==> config.mk <==
export PLATFORM = sky130hd
export DESIGN_NAME = frame_write_scheduler
export DESIGN_NICKNAME = d
export VERILOG_FILES = /design/src/rtl/frame_sched_pkg.sv /design/src/rtl/frame_write_scheduler_rr_arbiter.sv /design/src/rtl/frame_write_scheduler.sv
export SDC_FILE = /design/constraint.sdc
export NUM_CORES = 1
export LEC_CHECK = 0
export CORE_MARGIN = 4
export CORE_UTILIZATION = 55
export CTS_CLUSTER_DIAMETER = 50
export DETAILED_ROUTE_END_ITERATION = 10
export DONT_BUFFER_PORTS = 1
export HOLD_SLACK_MARGIN = 0.15
export PLACE_DENSITY = 0.83
export SETUP_SLACK_MARGIN = 0.05
export SYNTH_ARGS = -nofsm -noshare
export SYNTH_HDL_FRONTEND = slang
export SYNTH_SLANG_ARGS = --single-unit
==> constraint.sdc <==
create_clock -name clk -period 1.9 [get_ports clk]
set_input_delay 0.285 -clock clk [delete_from_list [all_inputs] [get_ports clk]]
set_output_delay 0.285 -clock clk [all_outputs]
set_load 0.1 [all_outputs]
==> src/rtl/frame_sched_pkg.sv <==
// Shared types and defaults for the frame write scheduler.
// State typedef, default parameter values and the channel-index width helper.
package frame_sched_pkg;

  typedef enum logic [1:0] {
    IDLE = 2'd0,
    XFER = 2'd1,
    GAP  = 2'd2
  } state_t;

  localparam int DEF_WI      = 32;
  localparam int DEF_WIDTH   = 128;
  localparam int DEF_HEIGHT  = 128;
  localparam int DEF_N_REQ   = 4;
  localparam int DEF_GAP     = 2;
  localparam int DEF_TIMEOUT = 1024;
  localparam int POS_W       = 12;

  function automatic int chw(input int n);
    return (n > 1) ? $clog2(n) : 1;
  endfunction

endpackage

==> src/rtl/frame_write_scheduler_rr_arbiter.sv <==
// Round-robin channel picker: first asserted request at or after ptr.
module rr_arbiter
  import frame_sched_pkg::*;
#(
  parameter int N_REQ = DEF_N_REQ,
  parameter int CHW   = chw(N_REQ)
) (
  input  logic [N_REQ-1:0] req,
  input  logic [CHW-1:0]   ptr,
  output logic [CHW-1:0]   gnt_idx,
  output logic             any_req
);

  logic           found;
  logic [CHW-1:0] idx;
  int             s;

  always_comb begin
    gnt_idx = '0;
    any_req = |req;
    found   = 1'b0;
    idx     = '0;
    s       = 0;
    for (int k = 0; k < N_REQ; k++) begin
      s = int'(ptr) + k;
      if (s >= N_REQ) s = s - N_REQ;
      idx = CHW'(s);
      if (!found && req[idx]) begin
        found   = 1'b1;
        gnt_idx = idx;
      end
    end
  end

endmodule

==> src/rtl/frame_write_scheduler.sv <==
// Grants whole frames to one of N_REQ channels and forwards beats with row/col tags.
// Optional stall timeout enabled by defining FRAME_SCHED_TIMEOUT_EN.
module frame_write_scheduler
  import frame_sched_pkg::*;
#(
  parameter int WI      = DEF_WI,
  parameter int WIDTH   = DEF_WIDTH,
  parameter int HEIGHT  = DEF_HEIGHT,
  parameter int N_REQ   = DEF_N_REQ,
  parameter int GAP     = DEF_GAP,
  parameter int TIMEOUT = DEF_TIMEOUT
) (
  input  logic                        clk,
  input  logic                        rstn,
  input  logic [N_REQ-1:0]            req_valid,
  input  logic [N_REQ*WI-1:0]         req_data,
  output logic [N_REQ-1:0]            req_ready,
  output logic                        wr_vld,
  output logic [WI-1:0]               wr_data,
  output logic [chw(N_REQ)-1:0]       wr_ch,
  output logic [POS_W-1:0]            wr_row,
  output logic [POS_W-1:0]            wr_col,
  output logic                        frame_start,
  output logic                        frame_done,
  output logic                        busy,
  output logic                        timeout_err
);

  localparam int CHW   = chw(N_REQ);
  localparam int TOTAL = WIDTH * HEIGHT;
  localparam int CW    = $clog2(TOTAL + 1);
  localparam int GW    = (GAP > 1) ? $clog2(GAP) : 1;

  state_t             state;
  logic [CHW-1:0]     ptr, g, nxt_ptr, arb_idx;
  logic               arb_any;
  logic [POS_W-1:0]   row, col;
  logic [CW-1:0]      cnt;
  logic [GW-1:0]      gap_cnt;
  logic               fire, last;

  rr_arbiter #(.N_REQ(N_REQ), .CHW(CHW)) u_arb (
    .req     (req_valid),
    .ptr     (ptr),
    .gnt_idx (arb_idx),
    .any_req (arb_any)
  );

  assign fire    = (state == XFER) && req_valid[g];
  assign last    = (cnt == CW'(TOTAL - 1));
  assign nxt_ptr = (g == CHW'(N_REQ - 1)) ? '0 : g + 1'b1;
  assign busy    = (state == XFER);

  always_comb begin
    req_ready = '0;
    if (state == XFER) req_ready[g] = 1'b1;
  end

`ifdef FRAME_SCHED_TIMEOUT_EN
  localparam int SW = $clog2(TIMEOUT + 1);
  logic [SW-1:0] stall_cnt;
`endif

  always_ff @(posedge clk or negedge rstn) begin
    if (!rstn) begin
      state       <= IDLE;
      ptr         <= '0;
      g           <= '0;
      row         <= '0;
      col         <= '0;
      cnt         <= '0;
      gap_cnt     <= '0;
      wr_vld      <= 1'b0;
      wr_data     <= '0;
      wr_ch       <= '0;
      wr_row      <= '0;
      wr_col      <= '0;
      frame_start <= 1'b0;
      frame_done  <= 1'b0;
`ifdef FRAME_SCHED_TIMEOUT_EN
      stall_cnt   <= '0;
      timeout_err <= 1'b0;
`endif
    end else begin
      frame_start <= 1'b0;
      frame_done  <= 1'b0;
      wr_vld      <= 1'b0;
`ifdef FRAME_SCHED_TIMEOUT_EN
      timeout_err <= 1'b0;
`endif
      case (state)
        IDLE: begin
          if (arb_any) begin
            g           <= arb_idx;
            state       <= XFER;
            frame_start <= 1'b1;
            row         <= '0;
            col         <= '0;
            cnt         <= '0;
`ifdef FRAME_SCHED_TIMEOUT_EN
            stall_cnt   <= '0;
`endif
          end
        end
        XFER: begin
          if (fire) begin
            wr_vld  <= 1'b1;
            wr_data <= req_data[int'(g)*WI +: WI];
            wr_ch   <= g;
            wr_row  <= row;
            wr_col  <= col;
            cnt     <= cnt + 1'b1;
            if (col == POS_W'(WIDTH - 1)) begin
              col <= '0;
              row <= row + 1'b1;
            end else begin
              col <= col + 1'b1;
            end
`ifdef FRAME_SCHED_TIMEOUT_EN
            stall_cnt <= '0;
`endif
            if (last) begin
              frame_done <= 1'b1;
              state      <= (GAP == 0) ? IDLE : frame_sched_pkg::GAP;
              gap_cnt    <= '0;
              ptr        <= nxt_ptr;
            end
          end
`ifdef FRAME_SCHED_TIMEOUT_EN
          // Abort path: no frame_done, but the channel still loses its turn.
          else if (stall_cnt == SW'(TIMEOUT - 1)) begin
            timeout_err <= 1'b1;
            stall_cnt   <= '0;
            state       <= (GAP == 0) ? IDLE : frame_sched_pkg::GAP;
            gap_cnt     <= '0;
            ptr         <= nxt_ptr;
          end else begin
            stall_cnt <= stall_cnt + 1'b1;
          end
`endif
        end
        frame_sched_pkg::GAP: begin
          if (gap_cnt == GW'(GAP - 1)) state <= IDLE;
          else gap_cnt <= gap_cnt + 1'b1;
        end
        default: state <= IDLE;
      endcase
    end
  end

`ifndef FRAME_SCHED_TIMEOUT_EN
  assign timeout_err = 1'b0;
`endif

endmodule

# After elaboration in Yosys (flattened, before gate mapping)
# Cells that the tools add are included.
# op_classes
addsub	12
eq_ne	10
magnitude_cmp	10
mux	51
shifts	1
reduce_logical	19
# op_table
operator	n
128-bit by 8-bit variable part select with 32-bit output	1
12-bit 2-to-1 mux	5
12-bit one-hot mux with 2 select lines	2
15-bit 2-to-1 mux	2
15-bit one-hot mux with 2 select lines	1
2-bit 2-to-1 mux	13
12-bit by 1-bit adder with 12-bit output, second input constant	2
1-bit 2-to-1 mux	19
15-bit by 1-bit adder with 15-bit output, second input constant	1
15-bit by 14-bit equality test with 1-bit output, second input constant	1
2-bit by 3-bit less-than comparator with 1-bit output, second input constant	5
12-bit by 7-bit equality test with 1-bit output, second input constant	1
1-bit binary-select mux with 2-bit select	5
3-bit >= comparator, second input constant	3
3-bit AND reduction	3
4-bit AND reduction	2
2-bit by 1-bit subtractor with 2-bit output, second input constant	4
2-bit by 2-bit adder with 3-bit output, second input constant	2
2-bit by 1-bit inequality test with 1-bit output, second input constant	3
2-bit one-hot mux with 3 select lines	1
1-bit logical AND	5
2-bit equality test, second input constant	2
4-bit 2-to-1 mux	1
2-bit inequality test, second input constant	2
other kinds (13)	17
# totals
in_bits	134
word_cells	117
register_bits	107

# Longest topological paths before layout
# Gate-level depths: netlist of the first run.
# logic_depth
ltp_word	14
mapped_depth	8
mapped_depth_nobuf	5

# Modules after synthesis
# From an unflattened synthesis of the first run, not the netlist that was laid out.
# hier_totals
hier_cells	565
hier_area_um2	5545.3
# by_module_without_submodules
module	cells_each	instances	area_per_inst_um2
frame_write_scheduler	550	1	5467.7
rr_arbiter	15	1	77.6

# Least setup slack after synthesis of the first run
# No wires, ideal clock.
# synth_timing
kind	register to output
from	register state[1]
to	output port req_ready[0]
path_slack_ns	-0.502
t_arrival_ns	2.117
stages_incl_launch_ff	4
path_cell_list	dfrtp_1 -> nand2b_1 -> inv_1 -> and2_1
# synth_between
elab_chain_len	2
# synth_lines
element	line	text
start, declared	frame_write_scheduler.sv:34	state_t state;
start signal, assigned	frame_write_scheduler.sv:124	state <= (GAP == 0) ? IDLE : frame_sched_pkg::GAP;
2-bit by 1-bit equality test with 1-bit output	n/a	
net busy	frame_write_scheduler.sv:25	output logic busy,
4-bit 2-to-1 mux	frame_write_scheduler.sv:56	if (state == XFER) req_ready[g] = 1'b1;
end, declared	frame_write_scheduler.sv:17	output logic [N_REQ-1:0] req_ready,
# The timed path passes the listed nets, and every way through them passes these cells.

# Worst setup path in the final report of the first run
# layout_timing
from	register g[0]
to	register row[9]
# layout_between
elab_chain_len	5
# layout_lines
element	line	text
start, declared	frame_write_scheduler.sv:35	logic [CHW-1:0] ptr, g, nxt_ptr, arb_idx;
start signal, assigned	frame_write_scheduler.sv:94	g <= arb_idx;
1-bit binary-select mux with 2-bit select	frame_write_scheduler.sv:49	assign fire = (state == XFER) && req_valid[g];
1-bit 2-to-1 mux (not written as such)	frame_write_scheduler.sv:49	
1-bit logical AND	frame_write_scheduler.sv:49	
2-bit by 1-bit inequality test with 1-bit output (no source line)	n/a	
4-bit AND reduction (no source line)	n/a	
end signal, assigned	frame_write_scheduler.sv:115	row <= row + 1'b1;
end, declared	frame_write_scheduler.sv:37	logic [POS_W-1:0] row, col;
# No other way between the ends. The select of a mux whose other input is x is not followed.
# A chain may end at the register's enable or synchronous reset.

==> qor.csv, run 1 <==
stage;metric;value;unit
clocking;cts.sinks;107;
global_route;grt_max_degree;108;
synthesis;synth-main-ff-cell;dfrtp_1;
timing;finalHoldViolations;107;
timing;fin_crit_sh;104;%
synthesis;ys_async_sr_fraction;100;%
detailed_routing;routedWlPerCell;22.2;um
setup_path;timing.rr.start;g[0];
floorplan;die_area;12000;um2
timing;fin_ws;-0.0709;ns
placement;place_inst;759;
placement;hpwlAfterDp;11.5;mm
setup_path;critPathLaunchType;register;
synthesis;seq_area_frac_synth;47.2;%
global_route;overflow;0;
detailed_routing;drt-total-wl;17.9;mm
detailed_routing;via_count;5126;
pwr;pwr_density_cell;1390;nW/um2
clocking;cts_tree;built;
global_route;grt_first_pass_wirelength;25.0;mm
floorplan;die_w;110;um
setup_path;reg2reg_slack;-0.07;ns
floorplan;io_pins;201;
job;maxCapViolCount;0;
clocking;clk_latency;0.38;ns
cells_and_area;final_area;7340;um2
setup_path;reg2regPathDepth;6;
setup_path;cp-startpoint;g[0];
setup_path;required;2.17;ns
setup_path;crit_path_end_kind;register;
detailed_routing;via_per_inst;6.37;
setup_path;endpoint;row[9];
worst_hold_path;min_path_type;input port to asynchronous set/reset pin;
synthesis;syn_inst;568;
setup_path;crit_fanout;16;
detailed_routing;dr.pass1.iters;6;
setup_path;worst_ep_arrival_time;2.24;ns
global_route;antenna_found_initial;2;
pwr;p_leak;3.41;nW
timing;setup_viol;40;
outcome;status;complete, but fails checks;
synthesis;synth_edf_count;0;
cells_and_area;final_common_cell;nand2_1;
floorplan;initial_core_util;57.2;%
global_route;first_global_vias;4927;
floorplan;coreArea;9910;um2
synthesis;synth_seq_cells;107;
detailed_routing;ant_nets;0;
timing;max-slew-margin-rel;64.1;%
timing;min_period;1.97;ns
clocking;cts_made_buffers;9;
clocking;clkTransAtPathRegs;0.11;ns
synthesis;syn_avg_cell_area;9.98;um2
timing;holdWs;-0.403;ns
clocking;cts_hold_buf;3;
synthesis;syn-cell-area;5670;um2
pwr;max-vdd-ir-drop;1.17;mV
floorplan;row_count;36;
clocking;htree_levels;3;
cells_and_area;final_cell_mix;nand2_1 (163), dfrtp_1 (106), buf_4 (89);
detailed_routing;drt_iter0_markers;503;
floorplan;die_y;110;um
placement;place_congestion;0.856;
cells_and_area;drive_gt1_share;35.0;%
placement;io_buffers;0;
timing;worst_slew_pin_slew;0.533;ns
cells_and_area;layout.cells.non_filler;805;
detailed_routing;drc_errors;0;
global_route;grt_use_total;27.2;%
outcome;violations;negative hold slack, negative setup slack;
cells_and_area;layout.nets;805;
timing;skew;0.0130;ns
timing;rsz0062_at_grt;true;
cells_and_area;fin_util;74.1;%
setup_path;critPathKind;register to register;
setup_path;rr_endpoint;row[9];
timing;max_freq;507;MHz
synthesis;synth.distinct_cells;49;
clocking;clock_path_buffers;2;
placement;place_area;6480;um2
cells_and_area;areaGrowthSynthToFinish;29.4;%
timing;maxSlewViolCount;0;
synthesis;syn-num-nets;709;
clocking;cts-root-buf;clkbuf_8;
synthesis;yosys_warnings;0;
placement;pre_cts_ws;0.0148;ns
==> kinds of logic (layout without fill, tap and decap cells) <==
group	count (synthesis)	in the layout	share of synthesized area, %
simple gates	269	269	21.7
flops	107	107	47.2
compound gates	93	93	11.0
buf+inv	52	152	4.48
mux	39	39	14.0
fa+ha+maj	7	7	1.54
other cells	1	5	0.0661
==> routing by layer <==
metal | GRT usage [%] | up-vias | routed length [um]
met5 | 0 | - | 0
met2 | 46.6 | 327 | 9380
met3 | 6.34 | 87 | 1420
li1 | - | 2228 | -
met1 | 32.0 | 2484 | 6090
met4 | 14.1 | 0 | 975
==> area by class of cell <==
type,count,area (um2)
clock inverter,5,55.1
tap,133,166
antenna,4,10.0
clock buffer,10,128
multi-input combinational,409,2980
inverter,14,61.3
timing repair buffer,123,1260
fill,655,2570
sequential,107,2680
==> timing repair <==
item,4_1_cts,5_1_grt
gates cloned,2,9
endpoints found under the hold margin,109,107
endpoints found under the setup margin,24,86
gates resized for setup,22,68
pin swaps,6,19
buffers inserted,6,8
==> worst min path at each step <==
stage,start,endpoint,cells past startpoint
floorplan,rstn,cnt[0],0
global placement,rstn,cnt[5],0
detailed placement,rstn,frame_start,0
CTS,rstn,wr_data[22],0
global route,rstn,g[1],0
finish,rstn,frame_done,0
==> report_power, final <==
part	internal, mW	switching [mW]
logic	1.57	4.23
registers	2.76	0.292
clock network	0.599	0.783
total	4.93	5.30
==> registers in the layout, summed over array words and instances (netlist names) <==
register and cells:
col 12, wr_row 12, g 2, frame_done 1, ptr 2, wr_ch 2
row 12, wr_col 12, frame_start 1, state 2, gap_cnt 1, cnt 15
wr_vld 1, wr_data 32
==> Yosys cell counts (3+ instances only) <==
| cell | instances | share of area (%) |
|---|---|---|
| nand3_1 | 17 | 1.5 |
| nor4_1 | 4 | 0.44 |
| clkbuf_1 | 15 | 0.99 |
| or4_1 | 18 | 2.4 |
| and4_1 | 4 | 0.62 |
| o21ai_0 | 15 | 1.3 |
| o41ai_1 | 3 | 0.46 |
| mux2i_1 | 3 | 0.53 |
| nand2_1 | 184 | 12 |
| nor2_1 | 8 | 0.53 |
| dfrtp_1 | 107 | 47 |
| o31ai_1 | 20 | 2.6 |
| nand4_1 | 6 | 0.66 |
| buf_1 | 4 | 0.26 |
| a21oi_1 | 25 | 2.2 |
| or3_1 | 5 | 0.55 |
| and3_1 | 9 | 0.99 |
| mux4_2 | 32 | 13 |
| o21ai_1 | 3 | 0.26 |
| a21o_1 | 5 | 0.66 |
| a22o_1 | 6 | 0.93 |
| a22oi_1 | 3 | 0.40 |
| and2_1 | 5 | 0.55 |
| buf_4 | 10 | 1.3 |
| ha_1 | 7 | 1.5 |
| inv_1 | 13 | 0.86 |
| buf_2 | 8 | 0.71 |
| mux2_2 | 4 | 0.79 |
==> metrics by stage <==
step | setup TNS [ns] | power, mW
2_1_floorplan | -0.174 | 7.15
3_3_place_gp | 0 | 8.22
3_5_place_dp | 0 | 8.34
4_1_cts | 0 | 9.82
5_1_grt | -4.31 | 10.6
6_report | -0.778 | 10.2
==> critical path, stage by stage (launching register included) <==
cell and delay [ns]:
dfrtp_2 0.46, mux2_4 0.34, a22oi_2 0.46, buf_12 0.22
buf_8 0.15, nor4_1 0.06, o21a_1 0.18
No activity file was read; power rests on OpenSTA's default activity.
==> run 2, diff against run 1 <==
- CTS_BUF_LIST: not set -> sky130_fd_sc_hd__clkbuf_4 sky130_fd_sc_hd__clkbuf_8
==> run 2 against run 1 <==
Largest power group unchanged; non-clock buffer count down 3; the run still ends with negative hold slack, negative setup slack left; sequential share of layout area up 0.47 points; critical path depth unchanged; flip-flop and latch count unchanged; largest cell class unchanged; fmax up 0.13%; critical path type unchanged; core utilization down 0.93 points; register-to-register slack about the same; power down 1.3%.
==> qor.csv, run 2 (synthesized netlist as in run 1, its figures left out) <==
stage;metric;value;unit
cells_and_area;reg_top3;wr_data: 32 flops, cnt: 15 flops;
clocking;clk_latency;0.38;ns
floorplan;coreArea;9910;um2
placement;hpwlAfterDp;11.5;mm
setup_path;worst-path-buf-inv;2;
detailed_routing;via_count;5039;
placement;place_congestion;0.856;
timing;fin_ws;-0.0683;ns
timing;maxSlewViolCount;0;
floorplan;die_y;110;um
setup_path;worst_ep_arrival_time;2.27;ns
clocking;clock_path_buffers;2;
setup_path;path_cells;buf_6 -> nor3b_4 -> a22oi_2 -> buf_12 -> or4_1 -> a21oi_1;
cells_and_area;seq_area;2680;um2
floorplan;die_w;110;um
placement;io_buffers;0;
detailed_routing;ant_nets;0;
setup_path;critPathKind;register to register;
global_route;grt_max_degree;108;
timing;max_freq;508;MHz
timing;rsz0062_at_grt;true;
setup_path;critPathLaunchType;register;
clocking;clkTransAtPathRegs;0.10;ns
cells_and_area;areaGrowthSynthToFinish;27.8;%
detailed_routing;drt-total-wl;17.1;mm
outcome;violations;negative hold slack, negative setup slack;
timing;max-slew-margin-rel;66.4;%
global_route;first_global_vias;4940;
pwr;pwr_density_cell;1390;nW/um2
global_route;antenna_found_initial;2;
detailed_routing;drt_iter0_markers;507;
clocking;htree_levels;3;
setup_path;crit_path_end_kind;register;
clocking;cts_hold_buf;4;
clocking;cts_tree;built;
placement;place_area;6480;um2
timing;skew;0.0140;ns
global_route;overflow;0;
global_route;grt_use_total;27.4;%
detailed_routing;drc_errors;0;
detailed_routing;dr.pass1.iters;6;
timing;fin_tns_setup;-0.327;ns
setup_path;worst-path-stages;6;
detailed_routing;via_per_inst;6.29;
setup_path;reg2regPathDepth;6;
cells_and_area;drive_gt1_share;31.9;%
job;maxCapViolCount;0;
floorplan;io_pins;201;
cells_and_area;final_cell_mix;nand2_1 (184), dfrtp_1 (106), buf_4 (90);
worst_hold_path;min_path_type;input port to asynchronous set/reset pin;
cells_and_area;final_area;7250;um2
clocking;cts_made_buffers;9;
timing;holdWs;-0.411;ns
clocking;cts.sinks;107;
placement;pre_cts_ws;0.0148;ns
cells_and_area;fin_util;73.1;%
timing;worst_slew_pin_slew;0.499;ns
timing;finalHoldViolations;107;
global_route;grt_first_pass_wirelength;25.1;mm
detailed_routing;routedWlPerCell;21.4;um
timing;setup_viol;13;
cells_and_area;regMostFlops;wr_data;
timing;fin_crit_sh;104;%
setup_path;critPathSlowestCell;or4_1;
outcome;status;complete, but fails checks;
pwr;p_leak;3.36;nW
cells_and_area;layout.nets;802;
cells_and_area;multi_input_area;2950;um2
cells_and_area;largest_reg_flops;32;
floorplan;die_area;12000;um2
floorplan;initial_core_util;57.2;%
setup_path;cpLargestDelayFamily;simple AND/OR/NAND/NOR gates;
clocking;cts-root-buf;clkbuf_8;
setup_path;crit_fanout;16;
cells_and_area;final_common_cell;nand2_1;
cells_and_area;nFillCells;661;
setup_path;max_stage_delay;0.52;ns
pwr;max-vdd-ir-drop;1.18;mV
floorplan;row_count;36;
timing;min_period;1.97;ns
setup_path;required;2.20;ns
-- run 2: changes by cell type in the layout (fill, tap and decap cells not counted), moves of 2 or more --
cell       change
buf_6          -4
clkbuf_16      -2
nand2_1       +21
nand2_2       -21
o31ai_1        -3
o31ai_4        +2
-- run 2: path summary, 6_finish.rpt --
kind                                    from        end  slack, ns
worst min-delay path                    rstn    cnt[12]      -0.41
worst max-delay path                    g[1]    cnt[10]      -0.07
min in group clk                req_valid[2]       g[0]       0.17
worst max register to register          g[1]    cnt[10]      -0.07
worst min register to register     wr_row[8]  wr_row[8]       0.47
max in group asynchronous               rstn  wr_col[6]       2.14
-- run 2: per-layer routing --
layer | routed length [um] | vias up | share of wire [%] | track usage (%)
met5 | 0 | - | 0 | 0
met4 | 862 | 0 | 5.0 | 14.1
met3 | 1370 | 77 | 8.0 | 6.99
met2 | 8980 | 300 | 52 | 46.4
met1 | 5910 | 2443 | 35 | 32.3
li1 | - | 2219 | - | -
-- run 2: timing repair --
item,CTS,global route
pin swaps,7,17
hold endpoints to repair,109,107
gates resized for setup,22,47
setup endpoints to repair,26,86
gates cloned,2,5
setup buffers,6,8
-- run 2: per-stage QoR --
| step | cells | total power [mW] |
|---|---|---|
| finish | 801 | 10.1 |
| global route | 800 | 10.5 |
| CTS | 786 | 9.84 |
| detailed placement | 759 | 8.34 |
| global placement | 759 | 8.22 |
| floorplan | 568 | 7.15 |
-- run 2: power breakdown --
group          internal (mW)  leakage [nW]  total [mW]  switching, mW
logic                   1.52          1.88        5.67           4.16
registers               2.76          1.39        3.05          0.289
clock network          0.613        0.0916        1.38          0.768
total                   4.89          3.36        10.1           5.22
-- run 2: layout make-up --
class / instances / share of cell area [%]
inverter: 14 / 0.846
tap: 133 / 2.30
sequential: 107 / 37.0
clock inverter: 5 / 0.760
antenna: 3 / 0.104
multi-input combinational: 409 / 40.7
timing repair buffer: 120 / 16.5
clock buffer: 10 / 1.81
-- run 2: worst reg2reg max path: cells and delay by family, from the launching register on --
family,cells,cell delay (ns)
DFF,1,0.41
AOI/OAI and AO/OA,2,0.40
buffers and inverters,2,0.33
and+or+nand+nor,2,0.73
==> run 3, diff against run 2 <==
--- a/config.mk
+++ b/config.mk
@@ -6,4 +6,5 @@
 export NUM_CORES = 1
 export LEC_CHECK = 0
+export CORE_ASPECT_RATIO = 1.5
 export CORE_MARGIN = 4
 export CORE_UTILIZATION = 55
@@ -18,2 +19,3 @@
 export SYNTH_HDL_FRONTEND = slang
 export SYNTH_SLANG_ARGS = --single-unit
+export TNS_END_PERCENT = 30
==> constraint.sdc (replaced) <==
create_clock -name clk -period 1.9 [get_ports clk]
set_input_delay 0.19 -clock clk [delete_from_list [all_inputs] [get_ports clk]]
set_output_delay 0.19 -clock clk [all_outputs]
set_load 0.1 [all_outputs]
==> run 3 against run 2 <==
Flip-flop and latch count unchanged; sequential share of layout area down 2.9 points; core utilization up 5.1 points; via count up 9.8%; clock skew up 0.0061 ns; sequential power about the same; the flow still finishes with violations (negative hold slack, negative setup slack); die area up 0.29%; fmax down 3.1%; clock power about the same; register-to-register slack worse by 0.06 ns.
==> qor.csv, run 3 (synthesized netlist as in run 1, its figures left out) <==
stage;metric;value;unit
pwr;p_leak;3.66;nW
setup_path;reg2regPathDepth;6;
global_route;use_met1;35.2;%
timing;maxSlewViolCount;0;
clocking;cts_tree;built;
floorplan;initial_core_util;56.3;%
setup_path;endpoint;col[0];
floorplan;die_y;132;um
setup_path;required;2.15;ns
detailed_routing;drc_errors;0;
cells_and_area;largest_reg_flops;32;
floorplan;io_pins;201;
placement;place_inst;740;
setup_path;critPathLaunchType;register;
cells_and_area;final_area;7880;um2
setup_path;reg2reg_slack;-0.13;ns
placement;place_area;6400;um2
cells_and_area;areaGrowthSynthToFinish;38.9;%
placement;io_buffers;0;
cells_and_area;regMostFlops;wr_data;
setup_path;crit_path_end_kind;register;
floorplan;die_w;90.9;um
clocking;cts-root-buf;clkbuf_8;
clocking;clk_latency;0.39;ns
worst_hold_path;min_path_type;input port to asynchronous set/reset pin;
timing;skew;0.0201;ns
outcome;status;complete, but fails checks;
cells_and_area;layout.nets;870;
setup_path;rr_endpoint;col[0];
timing;setup_viol;41;
floorplan;coreArea;10100;um2
timing;fin_crit_sh;107;%
pwr;p_int;4.91;mW
detailed_routing;drt-total-wl;20.0;mm
setup_path;cp-startpoint;g[0];
clocking;cts_made_buffers;9;
pwr;power;10.4;mW
pwr;p_clk_share;13.1;%
floorplan;row_count;45;
detailed_routing;ant_nets;0;
global_route;grt_use_total;30.5;%
cells_and_area;layout.cells.non_filler;852;
detailed_routing;routedWlPerCell;23.5;um
setup_path;max_stage_delay;0.46;ns
timing;rsz0062_at_grt;true;
timing;min_period;2.03;ns
clocking;clkTransAtPathRegs;0.11;ns
placement;place_congestion;0.878;
pwr;max-vdd-ir-drop;0.977;mV
timing;max_freq;492;MHz
global_route;grt_use_met2;54.3;%
global_route;first_global_vias;5534;
setup_path;critPathKind;register to register;
job;maxCapViolCount;0;
cells_and_area;nFillCells;586;
global_route;use_met3;6.51;%
floorplan;die_area;12000;um2
setup_path;crit_fanout;5;
cells_and_area;drive_gt1_share;31.6;%
pwr;switchingPower;5.45;mW
detailed_routing;drt_iter0_markers;539;
detailed_routing;via_count;5531;
global_route;grt_first_pass_wirelength;28.7;mm
global_route;antenna_found_initial;1;
pwr;p_comb_share;57.5;%
pwr;switching_share;52.6;%
cells_and_area;final_cell_mix;nand2_1 (182), dfrtp_1 (103), buf_4 (102);
setup_path;worst_ep_arrival_time;2.28;ns
cells_and_area;final_common_cell;nand2_1;
setup_path;timing.rr.start;g[0];
timing;fin_ws;-0.131;ns
setup_path;path_cells;mux2_4 -> a22oi_2 -> clkinv_2 -> o21ai_1 -> buf_4 -> o21ai_0;
outcome;violations;negative hold slack, negative setup slack;
placement;hpwlAfterDp;11.4;mm
pwr;pwr_density_cell;1320;nW/um2
timing;finalHoldViolations;107;
clocking;htree_levels;3;
clocking;cts.sinks;107;
pwr;seq_power_share;29.5;%
timing;holdWs;-0.516;ns
global_route;overflow;0;
clocking;clock_path_buffers;2;
detailed_routing;dr.pass1.iters;5;
cells_and_area;reg_top3;wr_data: 32 flops, cnt: 15 flops;
detailed_routing;via_per_inst;6.49;
cells_and_area;fin_util;78.2;%
global_route;top_usage_layer;met2;
global_route;grt_max_degree;108;
setup_path;critPathSlowestCell;dfrtp_2;
run 3: per-stage QoR:
stage	setup TNS [ns]	worst slack [ns]
floorplan	0	0.0173
global placement	0	0.0475
detailed placement	-0.114	-0.0433
CTS	-0.00360	-0.00360
global route	-4.80	-0.178
finish	-1.45	-0.131
run 3: metal layers:
metal,up-vias,share of wire (%)
met3,105,8.6
met1,2663,34
met5,-,0
met2,404,52
met4,0,5.2
li1,2359,-
run 3: timing repair:
item,4_1_cts,5_1_grt
endpoints found under the setup margin,33,92
setup buffers,13,10
resized for setup,37,46
pin swaps,34,14
gates cloned,5,4
hold buffers,61,2
endpoints found under the hold margin,124,108
run 3: area by class of cell:
class	count	area, um2	area share [%]
flip-flops and latches	107	2680	34.0
repair buffers	188	1840	23.3
multi-input cells	409	2970	37.7
inverters	14	57.6	0.731
clock buffers	11	145	1.84
diodes	1	2.50	0.0318
clock inverters	5	36.3	0.461
well taps	117	146	1.86
run 3: worst max-delay path: cells and delay by family (launching register included):
kind / cells / cell delay, ns
mux: 1 / 0.34
flops: 1 / 0.46
compound gates: 3 / 0.73
buf+inv: 2 / 0.37
run 3: power by group through the flow:
stage	clock, mW	combinational, mW	sequential (mW)
floorplan	0	1.37	5.77
global placement	0	5.15	3.02
detailed placement	0	5.26	3.05
CTS	1.35	5.62	3.01
global route	1.44	6.16	3.11
finish	1.35	5.96	3.05
run 3: worst min-delay path by stage:
| stage | end | slack [ns] | depth (start not counted) |
|---|---|---|---|
| finish | wr_row[0] | -0.52 | 0 |
| global route | wr_row[0] | -0.53 | 0 |
| CTS | wr_data[17] | -0.51 | 0 |
| detailed placement | wr_row[5] | -0.10 | 0 |
| global placement | wr_row[11] | -0.10 | 0 |
| floorplan | cnt[0] | -0.11 | 0 |
